<file path="src/rtl/sys_pkg.sv">
// sys_pkg: shared definitions for the system controller FSM and the LED
// status display that decodes its state code.
//   STATE_W  - width of the state code bus
//   state_t  - fixed state encodings (codes 10-15 unused)
//   CD_W     - width of the WAIT countdown (7-seg digit)
package sys_pkg;

    localparam int unsigned STATE_W = 4;
    localparam int unsigned CD_W    = 4;

    typedef enum logic [STATE_W-1:0] {
        ST_IDLE    = 4'd0,
        ST_MENU    = 4'd1,
        ST_INPUT   = 4'd2,
        ST_GEN     = 4'd3,
        ST_DISPLAY = 4'd4,
        ST_COMPUTE = 4'd5,
        ST_ERROR   = 4'd6,
        ST_STORE   = 4'd7,
        ST_SELECT  = 4'd8,
        ST_WAIT    = 4'd9
    } state_t;

endpackage

</file>
<file path="src/rtl/sec_tick.sv">
// sec_tick: one-second prescaler.
//   clk, rst_n - system clock, synchronous active-low reset
//   clr        - restart the count from zero (takes priority over en)
//   en         - count enable
//   tick       - high for the last cycle of each CLK_FREQ-cycle period while en
module sec_tick #(
    parameter int unsigned CLK_FREQ = 100_000_000
) (
    input  logic clk,
    input  logic rst_n,
    input  logic clr,
    input  logic en,
    output logic tick
);

    localparam int unsigned CW = (CLK_FREQ > 1) ? $clog2(CLK_FREQ) : 1;
    localparam logic [CW-1:0] LAST = CW'(CLK_FREQ - 1);

    logic [CW-1:0] cnt;

    assign tick = en && (cnt == LAST);

    always_ff @(posedge clk) begin
        if (!rst_n || clr) begin
            cnt <= '0;
        end else if (en) begin
            cnt <= tick ? '0 : cnt + CW'(1);
        end
    end

endmodule

</file>
<file path="src/rtl/sys_fsm.sv">
// sys_fsm: top-level system controller.
//   clk, rst_n        - system clock, synchronous active-low reset
//   btn_confirm/back  - debounced one-cycle button pulses
//   mode_sel          - menu selection, sampled with btn_confirm in MENU
//   *_done / *_err    - one-cycle completion/error pulses from sub-units
//   state             - registered state code for the LED status display
//   start_*           - one-cycle start pulses, high in the first cycle of
//                       INPUT, GEN, STORE, SELECT, COMPUTE
//   countdown         - seconds remaining in WAIT, 0 elsewhere
module sys_fsm
    import sys_pkg::*;
#(
    parameter int unsigned CLK_FREQ = 100_000_000,
    parameter int unsigned WAIT_SEC = 5
) (
    input  logic               clk,
    input  logic               rst_n,
    input  logic               btn_confirm,
    input  logic               btn_back,
    input  logic [2:0]         mode_sel,
    input  logic               input_done,
    input  logic               input_err,
    input  logic               gen_done,
    input  logic               store_done,
    input  logic               store_err,
    input  logic               select_done,
    input  logic               select_err,
    input  logic               compute_done,
    input  logic               compute_err,
    output logic [STATE_W-1:0] state,
    output logic               start_input,
    output logic               start_gen,
    output logic               start_store,
    output logic               start_select,
    output logic               start_compute,
    output logic [CD_W-1:0]    countdown
);

    state_t state_r;
    state_t nxt;
    logic   tick;
    logic   wait_entry;

    assign state      = state_r;
    // Clearing on entry makes the first decrement land CLK_FREQ cycles later.
    assign wait_entry = (nxt == ST_WAIT) && (state_r != ST_WAIT);

    sec_tick #(
        .CLK_FREQ(CLK_FREQ)
    ) u_sec_tick (
        .clk  (clk),
        .rst_n(rst_n),
        .clr  (wait_entry),
        .en   (state_r == ST_WAIT),
        .tick (tick)
    );

    // Within each state the if-chain order gives err > done > confirm > back;
    // pulses from units not owning the state are simply not looked at.
    always_comb begin
        nxt = state_r;
        case (state_r)
            ST_IDLE:    if (btn_confirm) nxt = ST_MENU;
            ST_MENU: begin
                if (btn_confirm) begin
                    case (mode_sel)
                        3'd0:    nxt = ST_INPUT;
                        3'd1:    nxt = ST_GEN;
                        3'd2:    nxt = ST_DISPLAY;
                        3'd3:    nxt = ST_SELECT;
                        default: nxt = ST_ERROR;
                    endcase
                end else if (btn_back) begin
                    nxt = ST_IDLE;
                end
            end
            ST_INPUT: begin
                if (input_err)       nxt = ST_ERROR;
                else if (input_done) nxt = ST_STORE;
                else if (btn_back)   nxt = ST_MENU;
            end
            ST_GEN:     if (gen_done) nxt = ST_STORE;
            ST_STORE: begin
                if (store_err)       nxt = ST_ERROR;
                else if (store_done) nxt = ST_MENU;
            end
            ST_SELECT: begin
                if (select_err)       nxt = ST_ERROR;
                else if (select_done) nxt = ST_COMPUTE;
                else if (btn_back)    nxt = ST_MENU;
            end
            ST_COMPUTE: begin
                if (compute_err)       nxt = ST_ERROR;
                else if (compute_done) nxt = ST_DISPLAY;
            end
            ST_DISPLAY: if (btn_confirm || btn_back) nxt = ST_MENU;
            ST_ERROR:   nxt = ST_WAIT;
            ST_WAIT:    if (tick && (countdown <= CD_W'(1))) nxt = ST_MENU;
            default:    nxt = ST_IDLE;
        endcase
    end

    always_ff @(posedge clk) begin
        if (!rst_n) begin
            state_r       <= ST_IDLE;
            countdown     <= '0;
            start_input   <= 1'b0;
            start_gen     <= 1'b0;
            start_store   <= 1'b0;
            start_select  <= 1'b0;
            start_compute <= 1'b0;
        end else begin
            state_r       <= nxt;
            start_input   <= (nxt == ST_INPUT)   && (state_r != ST_INPUT);
            start_gen     <= (nxt == ST_GEN)     && (state_r != ST_GEN);
            start_store   <= (nxt == ST_STORE)   && (state_r != ST_STORE);
            start_select  <= (nxt == ST_SELECT)  && (state_r != ST_SELECT);
            start_compute <= (nxt == ST_COMPUTE) && (state_r != ST_COMPUTE);
            if (nxt != ST_WAIT) begin
                countdown <= '0;
            end else if (wait_entry) begin
                countdown <= CD_W'(WAIT_SEC);
            end else if (tick) begin
                countdown <= countdown - CD_W'(1);
            end
        end
    end

endmodule

</file>
<file path="config.mk">
export PLATFORM = sky130hd
export DESIGN_NAME = sys_fsm
export DESIGN_NICKNAME = d
export VERILOG_FILES = /design/src/rtl/sys_pkg.sv /design/src/rtl/sec_tick.sv /design/src/rtl/sys_fsm.sv
export SDC_FILE = /design/constraint.sdc
export NUM_CORES = 1
export LEC_CHECK = 0
export CAP_MARGIN = 20
export CORE_MARGIN = 5
export CORE_UTILIZATION = 45
export CTS_CLUSTER_SIZE = 20
export DETAILED_ROUTE_END_ITERATION = 8
export GPL_ROUTABILITY_DRIVEN = 0
export GPL_TIMING_DRIVEN = 1
export PLACE_DENSITY = 0.68
export SYNTH_ARGS = -nofsm -noshare
export SYNTH_HDL_FRONTEND = slang
export SYNTH_SLANG_ARGS = --single-unit
export TNS_END_PERCENT = 5
</file>
<file path="constraint.sdc">
create_clock -name clk -period 4.85 [get_ports clk]
set_clock_uncertainty 0.15 [all_clocks]
set_input_delay 1.2125 -clock clk [delete_from_list [all_inputs] [get_ports clk]]
set_output_delay 1.2125 -clock clk [all_outputs]
set_load 0.005 [all_outputs]
</file>
## Word-level counts from Yosys, hierarchy flattened

Index checks and enable logic that the tools add are counted.
W data, S select, Z words.

- Add/sub/neg operators: 2
- Multiply operators: 0
- Divide/modulo/power cells: 0
- Order comparisons: 1
- Eq/ne operators: 26
- Shifts and indexed selects: 0
- Mux-type cells: 20
- Bitwise gates (word level): 1
- Reductions and logical operators: 16

Operators with widths:

| operator | count |
|---|---|
| $mux W4 | 15 |
| $pmux W4 S10 | 1 |
| $add A27 B1 Y27 const B | 1 |
| $eq A27 B27 Y1 const B | 1 |
| $mux W27 | 1 |
| $eq A4 B3 Y1 const B | 6 |
| $eq A4 B2 Y1 const B | 4 |
| $eq A4 B4 Y1 const B | 4 |
| $pmux W4 S4 | 1 |
| $ne A4 B4 Y1 const B | 3 |
| $logic_and A1 B1 Y1 | 8 |
| $ne A4 B2 Y1 const B | 2 |
| $ne A4 B3 Y1 const B | 2 |
| $eq A3 B2 Y1 const B | 2 |
| $mux W3 | 2 |
| $eq A4 B1 Y1 const B | 1 |
| $le A4 B1 Y1 const B | 1 |
| $logic_not A4 Y1 | 1 |
| $sub A4 B1 Y4 const B | 1 |
| $eq A3 B1 Y1 const B | 1 |
| $logic_not A3 Y1 | 1 |
| $reduce_or A3 Y1 | 1 |
| $logic_or A1 B1 Y1 | 2 |
| $reduce_bool A2 Y1 | 1 |
| 3 further kinds | 3 |

- Bits in registers: 40
- Bits in latches: 0
- Memory bits (writable): 0
- Bits in read-only memories: 0
- Logic and storage cells: 75
- Memories: 0

## Logic depth before layout (Yosys ltp)

- Depth after elaboration: 8
- Gate-level depth with buffers: 9
- Mapped depth without buffers: 6

## By module

From an unflattened synthesis, not the netlist that was laid out.

- Cells, all modules: 256
- Area, all modules: 2,294.7 µm²

Modules (own cells, without submodules):

| module | instances | cells an instance | area an instance (µm²) | seq. area each (µm²) |
|---|---|---|---|---|
| sec_tick | 1 | 156 | 1,433.9 | 540.5 |
| sys_fsm | 1 | 100 | 860.8 | 260.2 |

## Worst setup path before layout

No wires, ideal clock.

- Path type: input to register
- From: input btn_back
- To: register start_compute
- Library setup time: 115 ps
- Arrival time: 2,330 ps
- Required time: 4,585 ps
- Slack: 2,255 ps
- Cell stages on the path: 5
- Path buffers: 0
- Cells stage by stage: o21ba_2 -> a21oi_1 -> o221a_2 -> o31a_1 -> a2111oi_0

- Cells in the longest elaborated chain, start to end: 6
- Elaborated cells on any way between the ends: 12

Ends and longest elaborated chain:

| item | RTL line | text |
|---|---|---|
| start, declared | sys_fsm.sv:19 | `input logic btn_back,` |
| $mux W4 | sys_fsm.sv:80, sys_fsm.sv:90 |  |
| $mux W4 (on tied branches) | sys_fsm.sv:89, sys_fsm.sv:79 |  |
| $mux W4 (on tied branches) | sys_fsm.sv:88, sys_fsm.sv:78 |  |
| $pmux W4 S10 (*) | sys_fsm.sv:62 | `case (state_r)` |
| $eq A4 B3 Y1 (*) | sys_fsm.sv:118 | `start_compute <= (nxt == ST_COMPUTE) && (state_r != ST_COMPUTE);` |
| $logic_and A1 B1 Y1 (*) | sys_fsm.sv:118 |  |
| end signal, assigned | sys_fsm.sv:118 |  |
| end, declared | sys_fsm.sv:35 | `output logic start_compute,` |

Every way passes the cells marked *; elsewhere a longest branch is shown, timed or not.
A chain may end at the register's enable or synchronous reset.

## Worst setup path in the final report

Ends and elaborated chain as after synthesis.

==> summary.md <==
| Metric | Value |
|---|---|
| Peak supply drop | 0.148 mV |
| Die height | between 70 and 80 microns |
| RSZ-0062 raised after global routing | no |
| First-pass GRT wire length | 8220 microns |
| Hold path cells | 2 |
| Reg clk slew, reported paths | 0.08 ns |
| Total grt overflow | 0 |
| Placed insts | ~340 |
| Net Count, Synth | 279 |
| Mapped cell area | 2180 sq um |
| Die W | ~80 microns |
| Largest net degree at the start of global routing | 21 |
| Setup bufs post-CTS | 0 |
| Post-synth top flop | dfxtp_1 |
| Worst path max stage delay | 0.58 ns |
| Max Freq | approximately 330 MHz |
| DP Wirelength | 3400 microns |
| Vias | 1906 |
| Setup slack, reg-to-reg | between 2 and 2.5 ns |
| MaxCap Viol Count | 0 |
| Core area | 4720 sq um |
| GRT met3 Usage | 4.29% |
| Critical path data required time | 4.88 ns |
| Met2 Use GR | 26.7% |
| Net Sw Power | 0.182 mW |
| # diodes | 0 |
| Fin. Hold Viols | 0 |
| Number of CTS-inserted buffers | 5 |
| Share of layout cells above drive strength 1 | 5.96% |
| Startpoint of the worst hold path | u_sec_tick.cnt[1] |
| DR pass1 iterations | 4 |
| CP Max Fanout | 10 |
| Final Hold Slack | 0.340 ns |
| Final period utilization | a little over three fifths |
| Sequential share of the synthesized area | 36.8% |
| Final setup viols | 0 |
| Final min period | 3.05 ns |
| Avg Vias per Cell | about 5.4 |
| Sw Share | roughly 25% |
| Nets | 303 |
| Flop pwr share | 49.2% |
| Detailed Route WL | around 4700 microns |
| Post-route DRC | 0 |
| Pins Over Slew Limit | 0 |
| Most frequent cells in the layout | dfxtp_1, nor2_1, clkdlybuf4s50_1 |
| Sink Count | 40 |
| Hold Buf Count CTS | 0 |
| #FFs+latches synth | 40 |
| Most common cell after layout, fill and taps aside | dfxtp_1 |
| Internal power | roughly 0.53 mW |
| DRT iter0 DRCs | ~140 |
| CTS H-tree depth | 2 |
| Hold WC Path Type | flop to flop |
| Routed WL per cell | 13.5 microns |
| Status | finished, final reports clean |
| CP arrival | between 3 and 4 ns |
| Ys async rst share | 0% |
| Area grow syn2layout | 19.1% |
| Slowest cell on crit path | clkdlybuf4s50_1 |
| Worst r2r src | state[0] |
| Clk Latency, worst-skew pair | 0.30 ns |
| Comb power frac | 12.5% |
| Setup WS pre-CTS | ~1.5 ns |
| Worst-margin pin slew | 0.634 ns |
| GRT Total Usage | approximately 16% |
| Vias in the first global route | 1735 |
| Leak pwr | a little under 0.9 nW |
| Yosys warns | 0 |
| CP Capture Type | flop |
| Core Util, Final | 54.9% |
| Fin Setup TNS | 0 ns |
| Initial Utilization | 46.1% |
| Clk buf depth | 2 |
| Synth unique cells | 53 |
| Gate Count Post-Synth | 260 |
| I/O Buffers | 28 |
| Fill cells | between 400 and 500 |
| Initial antenna violation count | 0 |
| Number of enable flip-flop cells after synthesis | 0 |
| TritonCTS clock tree | built |
| Syn Area/Cell | 8.37 sq um |
| Clk root buf | clkbuf_8 |
| Hold endpoint | u_sec_tick.cnt[1] |
| Final Non-Filler Cells | 352 |
| Pwr/cell area | between 200 and 300 nW/um^2 |
| Met1 Use GR | 20.9% |
| Critical path, cell by cell | clkdlybuf4s50_1, o21ba_2, a21oi_1, o221a_2, o31a_1, a2111oi_0 |
| Clock power share | 38.3% |
| Rows | 25 |
| Antenna-violating nets left | 0 |
| Startpoint Class | input port |
| # IOs | 29 |
| Worst rel slew slack | about 58% |
| GRT busiest layer | met2 |
| Resize count post-CTS | 0 |
| Total Die Area | 6330 sq um |
| Setup CP Type | input port to flop |
| RR Endpoint | countdown[3] |
| Worst r2r path cells | 5 |
| Setup ws final | 1.80 ns |
-- state kept, by name, summed over array words and instances, names as in the netlist --
name,cells
start_input,1
state,4
start_gen,1
start_store,1
start_select,1
countdown,4
start_compute,1
u_sec_tick.cnt,27
-- kinds of logic (layout without fill, tap and decap cells) --
logic type      after synthesis  after routing  share of synthesized area (%)
compound gates               33             33                           11.0
mux                           1              1                          0.460
buf+inv                      22             47                           4.66
fa+ha+maj                     3              3                           1.73
flops                        40             40                           36.8
simple gates                137            137                           35.7
xor+xnor                     24             24                           9.66
-- through the flow --
step,total power [mW],cell area [sq um]
final,0.715,2590
after global routing,0.752,2590
after CTS,0.722,2590
after detailed placement,0.448,2480
after global placement,0.449,2480
after floorplan,0.410,2180
-- layout make-up --
cell class	count	area [sq um]	area share, %
clock buffer	5	68.8	2.66
clock inverter	3	42.5	1.64
inverter	11	41.3	1.59
multi-input combinational	198	1270	49.2
sequential	40	801	30.9
tap	67	83.8	3.24
timing repair buffer	28	280	10.8
-- worst max-delay path by stage --
stage                   from             to  slack (ns)  cells after the start
finish              btn_back  start_compute        1.80                      6
global placement    btn_back  start_compute        1.53                      6
CTS                 btn_back  start_compute        1.82                      6
global route        btn_back  start_compute        1.66                      6
detailed placement  btn_back  start_compute        1.50                      6
floorplan           btn_back  start_compute        2.25                      5
-- worst max-delay path: cells and delay by family --
family / cells / cell delay, ns
buf+inv: 1 / 0.58
compound gates: 5 / 1.30
-- power by group through the flow --
stage	clock network, mW	logic [mW]	registers (mW)
after global placement	0	0.0891	0.360
after global routing	0.299	0.0982	0.354
after floorplan	0	0.0614	0.348
final	0.274	0.0894	0.352
after detailed placement	0	0.0885	0.360
after CTS	0.281	0.0890	0.352
-- synth_stat cells, drive strengths merged (2+ instances only) --
library cell   n  area, sq um
or3            4         25.0
nand2         19         71.3
nor4bb         3         30.0
and4           3         26.3
or2            3         18.8
nor2          35          131
ha             3         37.5
xor2           6         52.6
inv           11         41.3
nor4          11         68.8
and2           2         12.5
and4bb         2         28.8
o21ai          4         20.0
clkbuf         6         22.5
a21oi          9         45.0
and3           7         43.8
nand4b         3         26.3
nand3b         3         22.5
xnor2         18          158
nor2b          7         43.8
o21bai         3         22.5
a211oi         2         15.0
dfxtp         40          801
buf            5         37.5
nand4          7         58.8
nand3         12         60.1
a2111oi        3         32.5
nor3           9         45.0
-- per-layer routing --
metal | share of wire [%] | up-vias
met3 | 5.0 | 5
met2 | 47 | 42
li1 | - | 984
met1 | 47 | 875
met5 | 0 | -
met4 | 1.3 | 0
Note: power is estimated with default switching activity, not from simulation.
